**config.mk**
```make
export PLATFORM = sky130hd
export DESIGN_NAME = string_stream_gen
export DESIGN_NICKNAME = d
export VERILOG_FILES = /design/src/rtl/string_stream_pkg.sv /design/src/rtl/string_stream_gen.sv
export SDC_FILE = /design/constraint.sdc
export NUM_CORES = 1
export LEC_CHECK = 0
export CAP_MARGIN = 20
export CORE_MARGIN = 3
export CORE_UTILIZATION = 33
export DETAILED_ROUTE_END_ITERATION = 16
export GPL_ROUTABILITY_DRIVEN = 0
export GPL_TIMING_DRIVEN = 0
export MAX_ROUTING_LAYER = met4
export SYNTH_ARGS = -nofsm -noshare
export SYNTH_HDL_FRONTEND = slang
export SYNTH_SLANG_ARGS = --single-unit
```
**constraint.sdc**
```tcl
create_clock -name clock -period 2.1 [get_ports clock]
set_input_delay 0.315 -clock clock [delete_from_list [all_inputs] [get_ports clock]]
set_output_delay 0.315 -clock clock [all_outputs]
set_load 0.005 [all_outputs]
```
**src/rtl/string_stream_pkg.sv**
```systemverilog
// string_stream_pkg: shared state type and string helpers for string_stream_gen
package string_stream_pkg;

    typedef enum logic [1:0] {IDLE, SEND, GAP} state_t;

    localparam int STR_MAX_CHARS = 256;
    localparam int STR_BITS = 8 * STR_MAX_CHARS;

    function automatic int str_eff_len(input logic [STR_BITS-1:0] v, input int max_chars);
        int n;
        n = max_chars;
        for (int i = STR_MAX_CHARS - 1; i >= 0; i--)
            if (i < max_chars && n == i + 1 && v[8*i +: 8] == 8'h00) n = i;
        return n;
    endfunction

    // Character 0 is the most significant non-padding byte.
    function automatic logic [7:0] str_char(input logic [STR_BITS-1:0] v, input int l, input int idx);
        int p;
        p = (idx >= 0 && idx < l) ? l - 1 - idx : 0;
        return (idx >= 0 && idx < l) ? v[8*p +: 8] : 8'h00;
    endfunction

endpackage

```
**src/rtl/string_stream_gen.sv**
```systemverilog
// string_stream_gen: streams a constant string as AXI-stream byte frames, one-shot or repeating
module string_stream_gen
    import string_stream_pkg::*;
#(
    parameter int MAX_CHARS = 111,
    parameter logic [8*MAX_CHARS-1:0] INIT_STR = "ppppppppp",
    parameter int DSIZE = 1,
    parameter int GAP_CYCLES = 0
) (
    input  logic                 clock,
    input  logic                 rst,
    input  logic                 start,
    input  logic                 repeat_en,
    output logic                 busy,
    output logic                 done,
    output logic [8*DSIZE-1:0]   m_tdata,
    output logic [DSIZE-1:0]     m_tkeep,
    output logic                 m_tlast,
    output logic                 m_tvalid,
    input  logic                 m_tready
);

    localparam logic [STR_BITS-1:0] STR_EXT = STR_BITS'(INIT_STR);
    localparam int L = str_eff_len(STR_EXT, MAX_CHARS);
    localparam int IW = $clog2(MAX_CHARS + 1);

    state_t state, state_n;
    logic [IW-1:0] idx, idx_n;
    logic [7:0] gap_cnt, gap_n;
    logic done_n, valid_n, busy_n, last_n;
    logic [8*DSIZE-1:0] data_n;
    logic [DSIZE-1:0] keep_n;

    always_comb begin
        state_n = state;
        idx_n = idx;
        gap_n = gap_cnt;
        done_n = 1'b0;
        if (state == IDLE) begin
            if (start && L > 0) begin
                state_n = SEND;
                idx_n = '0;
            end else if (start) begin
                done_n = 1'b1;
            end
        end else if (state == GAP) begin
            gap_n = gap_cnt - 8'd1;
            if (gap_cnt == 8'd0) begin
                state_n = SEND;
                idx_n = '0;
            end
        end else if (m_tvalid && m_tready) begin
            if (!m_tlast) begin
                idx_n = idx + IW'(DSIZE);
            end else if (!repeat_en) begin
                state_n = IDLE;
                done_n = 1'b1;
            end else if (GAP_CYCLES == 0) begin
                idx_n = '0;
            end else begin
                state_n = GAP;
                gap_n = 8'(GAP_CYCLES - 1);
            end
        end
        valid_n = state_n == SEND;
        busy_n = state_n != IDLE;
        last_n = valid_n && (int'(idx_n) + DSIZE >= L);
    end

    // Beat contents derive from the next index, so a stalled beat recomputes identically.
    for (genvar j = 0; j < DSIZE; j++) begin : g_lane
        assign data_n[8*j +: 8] = valid_n ? str_char(STR_EXT, L, int'(idx_n) + j) : 8'h00;
        assign keep_n[j] = valid_n && (int'(idx_n) + j < L);
    end

    always_ff @(posedge clock) begin
        if (rst) begin
            state <= IDLE;
            idx <= '0;
            gap_cnt <= '0;
            busy <= 1'b0;
            done <= 1'b0;
            m_tvalid <= 1'b0;
            m_tlast <= 1'b0;
            m_tdata <= '0;
            m_tkeep <= '0;
        end else begin
            state <= state_n;
            idx <= idx_n;
            gap_cnt <= gap_n;
            busy <= busy_n;
            done <= done_n;
            m_tvalid <= valid_n;
            m_tlast <= last_n;
            m_tdata <= data_n;
            m_tkeep <= keep_n;
        end
    end

endmodule

```
==> impl_metrics.tcl <==
set metrics [dict create \
    via_per_inst 5.35 \
    postPlaceCellArea_um2 1570 \
    combPwrFrac 0.126 \
    grt_use_total 0.132 \
    finalHoldViolCount 0 \
    p_leak_nw 0.655 \
    postSynthCellCount 157 \
    diodes 0 \
    fin_worst_skew_ns 0.00533 \
    drc 0 \
    yosys.area.top_type "dfxtp_1" \
    syn_to_final_growth_pct 29.4 \
    worst_path_largest_cell_delay_ns 0.35 \
    cp.arrival_ns 2.23 \
    fp.dieW_um 70.6 \
    synth-edff-count 0 \
    ir_worst_vdd_v 0.000198 \
    path_clk_slew_ns 0.09 \
    numCtsBuffers 3 \
    crit_type "reg2reg" \
    fillers 366 \
    first_iter_violations 95 \
    setup_viol 0 \
    synth-async-reset-ratio 0 \
    grt_max_degree 13 \
    root_buffer "clkbuf_8" \
    drv_slew 0 \
    cp_max_fo 5 \
    coreArea_um2 3830 \
    yosysTopAreaCellShare 0.335 \
    synth_area_um2 1380 \
    fin_nets 193 \
    htree_levels 1 \
    synthFlopType "dfxtp_1" \
    yosysWarnings 0 \
    seqPwrFrac 0.535 \
    antenna_left 0 \
    pin_count 18 \
    outcome "finished, final reports clean" \
    die_area_um2 4980 \
    clock-sinks 23 \
    cp.required_ns 2.30 \
    drive_gt1_frac 0.268 \
    cts_buffer_depth 2 \
    hpwl_um 2300 \
    period_share 0.966 \
    p_switching_w 0.000206 \
    wl_per_cell_um 14.3 \
    p_int_w 0.000638 \
    netSwitchingFraction 0.244 \
    cp_slowest_cell "nor3b_4" \
    whs_ns 0.483 \
    die_h_um 70.6 \
    hp-class "reg2reg" \
    endpoint_kind "flop" \
    rsz0062_at_grt "yes" \
    hold_buffers 0 \
    power.density_nw_per_um2 474 \
    total_power_w 0.000844 \
    fin_area_um2 1780 \
    layout_min_cycle_time_ns 2.03 \
    start_kind "flop" \
    cts_tree "yes" \
    seq_area_frac_synth 0.335 \
    dr.pass1.iters 4 \
    vias 1236 \
    synth_area_leaders "dfxtp_1 33%, nor2_1 6.0%, buf_4 3.8%, ha_1 3.6%, nor4_4 3.1%" \
    clock_power_share 0.339 \
    clock.fmax_ghz 0.493 \
    syn_area_per_cell_um2 8.76 \
    clk_latency_ns 0.27 \
    synth.ff_latch_count 23 \
    antenna_found_initial 0 \
    maxCapViolations 0 \
    totalWireLength_um 3300 \
    row_count 22 \
    initial_core_util 0.359 \
    grt_overflow 0 \
    grt_pass1_vias 1089 \
    grt_first_pass_wirelength_um 5190 \
    port_buffers 12 \
    path_cells "inv_2 > ha_4 > nor3b_4 > a31oi_2 > o2bb2ai_2 > nor3_1 > mux2_4 > a22oi_1" \
    synth_cell_types 52 \
]
[layer usage]
| layer | share of wire | global-route usage |
|---|---|---|
| met2 | 0.47 | 0.198 |
| met3 | 0.040 | 0.0241 |
| met5 | 0 | - |
| met1 | 0.48 | 0.175 |
| met4 | 0.015 | 0.0543 |
[cell usage after synthesis (4+ instances only)]
master	n
nand2_1	9
o21ai_0	4
nor2_1	22
ha_1	4
a31oi_1	4
inv_1	6
nand3_1	4
dfxtp_1	23
buf_4	7
a21oi_1	8
[worst paths after layout]
| kind | start | end | slack [ns] | depth (start not counted) |
|---|---|---|---|---|
| min reg2reg | gap_cnt[0] | gap_cnt[0] | 0.48 | 2 |
| max | gap_cnt[0] | m_tlast | 0.07 | 8 |
| min | gap_cnt[0] | gap_cnt[0] | 0.48 | 2 |
| max reg2reg | gap_cnt[0] | m_tlast | 0.07 | 8 |
[critical path, delay by kind of cell (launching register included)]
| kind | cells | cell delay [ns] |
|---|---|---|
| compound gates | 3 | 0.63 |
| simple gates | 2 | 0.46 |
| flops | 1 | 0.33 |
| mux | 1 | 0.30 |
| fa+ha+maj | 1 | 0.15 |
| buf+inv | 1 | 0.09 |
[through the flow]
stage / setup TNS, ns / worst slack [ns] / util / std cells
2_1_floorplan: 0 / 0.0792 / - / 161
3_3_place_gp: -0.558 / -0.260 / 0.410 / 221
3_5_place_dp: -0.629 / -0.296 / 0.410 / 221
4_1_cts: 0 / 0.0209 / 0.430 / 227
5_1_grt: -0.0884 / -0.0502 / 0.465 / 231
6_report: 0 / 0.0715 / 0.465 / 231
[what timing repair did]
item	in CTS	in global routing
gates resized for setup	3	23
pin swaps	1	6
buffers inserted	2	4
endpoints found under the setup margin	3	3
[power by group through the flow]
stage | Clock, W | Sequential, W | Combinational [W]
6_report | 0.000286 | 0.000451 | 0.000107
5_1_grt | 0.000305 | 0.000453 | 0.000115
4_1_cts | 0.000286 | 0.000450 | 0.0000982
3_5_place_dp | 0 | 0.000460 | 0.0000971
3_3_place_gp | 0 | 0.000460 | 0.0000967
2_1_floorplan | 0 | 0.000460 | 0.0000569
[cell families after synthesis]
family,synth area share
fa+ha+maj,0.0364
flops,0.335
simple gates,0.273
other cells,0.00273
xor+xnor,0.0255
mux,0.0109
compound gates,0.241
buf+inv,0.0755
[sequential cells by signal, indices dropped and copies added, names as in the netlist]
name      flops
idx           7
m_tkeep       1
m_tlast       1
done          1
state         2
m_tvalid      1
gap_cnt       8
busy          1
m_tdata       1
[cell usage in the layout (no fill, tap or decap), types with 2 or more instances in the layout]
cell type,instances
nor2_1,21
dfxtp_1,21
buf_4,13
clkdlybuf4s50_1,11
nand2_1,9
a21oi_1,7
conb_1,5
inv_1,4
nand3_1,4
o21ai_0,4
nand3_4,3
clkbuf_1,3
a31oi_1,3
xnor2_1,3
a21o_1,3
a22oi_1,3
nor3_1,3
clkbuf_8,3
inv_2,2
clkbuf_4,2
nor4_4,2
and3_1,2
nand2b_1,2
nand4_1,2
nor4_1,2
a211oi_1,2
o211ai_1,2
or3_1,2
ha_1,2
dfxtp_2,2
[final cells by class]
class                   instances  area (um^2)  share of cell area
inverters                       6         22.5              0.0127
flip-flops and latches         23          463               0.260
well taps                      48         60.1              0.0338
plain buffers                  12         86.3              0.0485
repair buffers                 18          168              0.0942
clock buffers                   4         45.0              0.0253
multi-input cells             120          935               0.525
Note: power is estimated with default switching activity, not from simulation.
